**src/rtl/branch_target_predictor.sv**
```systemverilog
// Direct-mapped, tagged branch target buffer with 2-bit direction counters and saturating perf counters.
// Lookup is combinational (0 cycles); an update lands at the next edge; the block is always ready (no backpressure).
module branch_target_predictor #(
  parameter int ADDR_W = 32,
  parameter int IDX_W  = 4,
  parameter int TAG_W  = 8,
  parameter int CNT_W  = 16
) (
  input  logic              clk,
  input  logic              reset,
  input  logic              lookup_en,
  input  logic [ADDR_W-1:0] lookup_pc,
  output logic              pred_hit,
  output logic              pred_taken,
  output logic [ADDR_W-1:0] pred_target,
  input  logic              update_en,
  input  logic [ADDR_W-1:0] update_pc,
  input  logic              update_taken,
  input  logic [ADDR_W-1:0] update_target,
  input  logic              flush,
  output logic [CNT_W-1:0]  cnt_hit,
  output logic [CNT_W-1:0]  cnt_alloc
);

  localparam int ENTRIES = 1 << IDX_W;

  logic [ENTRIES-1:0] valid;
  logic [TAG_W-1:0]   tag_mem    [ENTRIES];
  logic [ADDR_W-1:0]  target_mem [ENTRIES];
  logic [1:0]         ctr_mem    [ENTRIES];

  logic [IDX_W-1:0] lk_idx;
  logic [TAG_W-1:0] lk_tag;
  logic [IDX_W-1:0] up_idx;
  logic [TAG_W-1:0] up_tag;
  logic             up_hit;
  logic             up_write;
  logic             alloc;
  logic             unused_pc_bits;

  assign lk_idx = lookup_pc[IDX_W+1:2];
  assign lk_tag = lookup_pc[IDX_W+TAG_W+1:IDX_W+2];
  assign up_idx = update_pc[IDX_W+1:2];
  assign up_tag = update_pc[IDX_W+TAG_W+1:IDX_W+2];

  // Byte-offset and high PC bits do not take part in indexing or tagging.
  assign unused_pc_bits = ^{lookup_pc, update_pc};

  assign pred_hit    = valid[lk_idx] && (tag_mem[lk_idx] == lk_tag);
  assign pred_taken  = pred_hit && ctr_mem[lk_idx][1];
  assign pred_target = pred_hit ? target_mem[lk_idx] : '0;

  assign up_hit   = valid[up_idx] && (tag_mem[up_idx] == up_tag);
  assign up_write = update_en && !flush && !reset;
  assign alloc    = up_write && !up_hit && update_taken;

  always_ff @(posedge clk) begin
    if (reset || flush) begin
      valid <= '0;
    end else if (alloc) begin
      valid[up_idx] <= 1'b1;
    end
  end

  // Payload needs no reset: it is only observed through a valid bit.
  always_ff @(posedge clk) begin
    if (up_write) begin
      if (up_hit) begin
        if (update_taken) begin
          if (ctr_mem[up_idx] != 2'b11) ctr_mem[up_idx] <= ctr_mem[up_idx] + 2'd1;
          target_mem[up_idx] <= update_target;
        end else if (ctr_mem[up_idx] != 2'b00) begin
          ctr_mem[up_idx] <= ctr_mem[up_idx] - 2'd1;
        end
      end else if (update_taken) begin
        tag_mem[up_idx]    <= up_tag;
        target_mem[up_idx] <= update_target;
        ctr_mem[up_idx]    <= 2'b10;
      end
    end
  end

  always_ff @(posedge clk) begin
    if (reset) begin
      cnt_hit   <= '0;
      cnt_alloc <= '0;
    end else begin
      if (lookup_en && pred_hit && (cnt_hit != '1)) cnt_hit <= cnt_hit + CNT_W'(1);
      if (alloc && (cnt_alloc != '1)) cnt_alloc <= cnt_alloc + CNT_W'(1);
    end
  end

endmodule
```
**config.mk**
```make
export PLATFORM = sky130hd
export DESIGN_NAME = branch_target_predictor
export DESIGN_NICKNAME = d
export VERILOG_FILES = /design/src/rtl/branch_target_predictor.sv
export SDC_FILE = /design/constraint.sdc
export NUM_CORES = 1
export LEC_CHECK = 0
export ABC_AREA = 1
export BUFFER_PORTS_ARGS = -buffer_cell sky130_fd_sc_hd__buf_4
export CAP_MARGIN = 10
export CORE_ASPECT_RATIO = 1.5
export CORE_UTILIZATION = 35
export DETAILED_ROUTE_END_ITERATION = 10
export PLACE_DENSITY = 0.47
export RECOVER_POWER = 100
export SETUP_SLACK_MARGIN = 0.05
export SYNTH_ARGS = -nofsm -noshare
export SYNTH_HDL_FRONTEND = slang
export SYNTH_SLANG_ARGS = --single-unit
```
**constraint.sdc**
```tcl
create_clock -name clk -period 5.1 [get_ports clk]
set_clock_uncertainty 0.2 [all_clocks]
set_input_delay 0.51 -clock clk [delete_from_list [all_inputs] [get_ports clk]]
set_output_delay 0.51 -clock clk [all_outputs]
set_load 0.005 [all_outputs]
```
==> flow_summary.yaml <==
hold_path:
  holdPathStages: 2
  holdCritPathClass: "flip-flop to flip-flop"
  hold_start: "valid[7]"
  holdPathEnd: "valid[7]"
yosys:
  synth_top_area_cell: "edfxtp_1"
  ys_top_cells_by_count: "nand2_1 (771), edfxtp_1 (672), a21oi_1 (294), inv_1 (156), nor2_1 (126)"
  yosysSeqAreaShare_pct: 68.03
  syn_inst: 2816
  synthTopCellsByArea: "edfxtp_1 (65%), nand2_1 (9.3%), a21oi_1 (4.7%), dfxtp_1 (3.1%), a221oi_1 (2.9%)"
  async_reset_ff_share_pct: 0
  synth-warning-count: 0
  ys_ff_latch: 720
  yosysMostFrequentCell: "nand2_1"
  yosysTopAreaCellShare_pct: 64.94
  synthFlopType: "edfxtp_1"
  synth_edf_count: 672
  syn_avg_cell_area_um2: 11.04
  syn-num-nets: 2920
  synth_area_um2: 31070
  synth.distinct_cells: 41
global_routing:
  grt_pass1_vias: 22184
  grt_pass1_wl_mm: 139.7
  grt_max_degree: 132
  antenna_found_initial: 1
  grt_util_all_layers_pct: 20.89
  grt_overflow: 0
worst_setup_path:
  path_max_fanout: 112
  worstPathArrival_ns: 3.91
  r2r_start: "tag_mem[13][5]"
  crit_path_start_kind: "input pin"
  reg2reg_depth: 15
  reg2reg_to: "ctr_mem[9][0]"
  crit_type: "input pin to output port"
  end_kind: "output port"
  r2r_slack_ns: 1.63
  worstPathRequired_ns: 4.39
layout:
  final_layout_size_suffix_gt1_share_pct: 8.590
  final_nets: 3035
  area_growth_pct: 14.69
  n_antenna_cell: 0
power_and_ir_drop:
  ir_worst_vdd_uv: 209.4
  p_switching_uw: 2935
  pwr_density_cell_nw_per_um2: 358.5
  leakage_uw: 0.01246
  comb_power_share_pct: 6.1
  clkPwrFrac_pct: 43.1
  sw_frac_of_total_pct: 22.97
  internal_power_uw: 9841
  power_uw: 12780
  seq_power_share_pct: 50.8
sta:
  finalHoldViolCount: 0
  rsz0062_at_grt: "false"
  slew_violations: 0
  tightest_slew_ns: 1.471
  tns_ns: 0
  fin_crit_sh_pct: 90.60
  clock.fmax_ghz: 0.2164
  setup_viol: 0
  period_minus_slack_ns: 4.621
  layout_setup_ws_ns: 0.4794
  relSlewSlack_pct: 1.956
routing:
  via_per_inst: 5.366
  postRouteAntennaNets: 0
  wl_mm: 94.38
  firstDrtPassIters: 6
  post_drt_wl_per_cell_um: 22.80
  vias: 22211
  drt_iter0_markers: 1838
  drt_drc_violations_left: 0
die:
  row_count: 133
  io_pins: 168
  die_w_um: 245.3
  initial_core_util_pct: 35.37
  dieArea_um2: 90010
  coreArea_um2: 87860
  die_y_um: 366.9
cts:
  tritoncts: "done"
  clk_latency_ns: 0.65
  hold_buffers: 41
  cts_max_level: 3
  cts.sinks: 720
  numCtsBuffers: 74
  postCtsResizedCells: 0
  postCtsSetupBuffers: 0
  cts_buffer_depth: 3
  path_clk_slew_ns: 0.06
  cts_root_buf: "clkbuf_16"
run_status:
  status: "finished clean"
placed_design:
  dp_hpwl_mm: 50.50
  place_ws_ns: 0.7729
  globalplace.congestion: 0.7905
  port_buffers: 127
flow_run:
  maxCapViolations: 0
## worst max-delay path, cell delays in order
cell and delay, ns:
buf_8 0.21, inv_6 0.65, buf_4 0.69, a21oi_1 0.14
a221oi_1 0.33, nor3_1 0.10, nor4_1 0.55, clkbuf_1 0.26
buf_4 0.15
## through the flow
| step | hold slack [ns] | cells | util, % | instance area, um^2 |
|---|---|---|---|---|
| 2_1_floorplan | 0.2475 | 2816 | - | 31070 |
| 6_report | 0.2823 | 4139 | 40.56 | 35640 |
| 4_1_cts | 0.2783 | 4139 | 41.04 | 36060 |
| 5_1_grt | 0.2985 | 4139 | 40.56 | 35640 |
| 3_5_place_dp | 0.2679 | 3961 | 37.82 | 33230 |
| 3_3_place_gp | 0.2594 | 3961 | 37.82 | 33230 |
## area by class of cell
type,count,area [um^2]
flip-flops and latches,720,21140
well taps,1147,1435
multi-input cells,1744,8377
clock buffers,91,1989
clock inverters,46,432.9
fillers,8435,52220
repair buffers,227,1638
inverters,164,628.1
## kinds of logic after synthesis
family                     Yosys count  share of synthesized area, %
xor gates and xnor gates            13                        0.3664
buffers and inverters              352                         4.836
AOI/OAI and AO/OA                  590                         11.48
adders and majority gates            2                       0.08052
and+or+nand+nor                   1139                         15.21
DFF                                720                         68.03
## state kept, by name, indices dropped and copies added, names as in the netlist
| signal | cells |
|---|---|
| valid | 16 |
| target_mem | 512 |
| cnt_hit | 16 |
| ctr_mem | 32 |
| tag_mem | 128 |
| cnt_alloc | 16 |
## power by group through the flow
stage                     Clock, uW  Combinational (uW)  Sequential [uW]
after floorplan                   0                 459             6610
after global placement            0                 765             6610
after detailed placement          0                 780             6610
after CTS                      5640                 809             6480
after global routing           5860                 861             6480
final                          5510                 783             6490
## routing by layer
layer  vias up  share of wire [%]  GRT usage (%)
met4         2                3.1          7.933
met3       166                5.0          3.139
li1      10310                  -              -
met5         -              0.014              0
met1     11034                 41          25.67
met2       699                 51          36.59
## worst max path at each step
stage	cells past startpoint	slack (ns)	endpoint	startpoint
after floorplan	9	1.54	tag_mem[6][0]	update_pc[4]
after global placement	14	0.83	pred_target[28]	lookup_pc[2]
after detailed placement	9	0.77	pred_target[22]	lookup_pc[2]
after CTS	9	0.76	pred_target[22]	lookup_pc[2]
after global routing	13	0.28	pred_target[22]	lookup_pc[2]
final	9	0.48	pred_target[22]	lookup_pc[2]
## cells in the final DEF (no fill, tap or decap), types with 2 or more instances in the layout
cell type and n:
clkbuf_2 16, xor2_1 9, o21ai_0 98, ha_1 2
nand2_1 772, xnor2_1 4, a221oi_1 102, nor2_1 124
nor2_2 3, a21oi_1 304, bufinv_16 7, clkbuf_4 32
o21ai_1 26, clkinv_2 12, clkbuf_16 77, clkbuf_1 66
inv_6 6, a22oi_1 8, buf_12 5, dlygate4sd3_1 41
nor4_1 34, nand3_1 114, inv_1 157, nand3b_1 3
clkinv_1 18, inv_2 4, nor2_4 4, nor3_1 50
dfxtp_1 48, or2_0 2, a311oi_1 26, edfxtp_1 672
o211ai_1 21, buf_4 79, nand4_1 29
No activity file was read; power rests on OpenSTA's default activity.
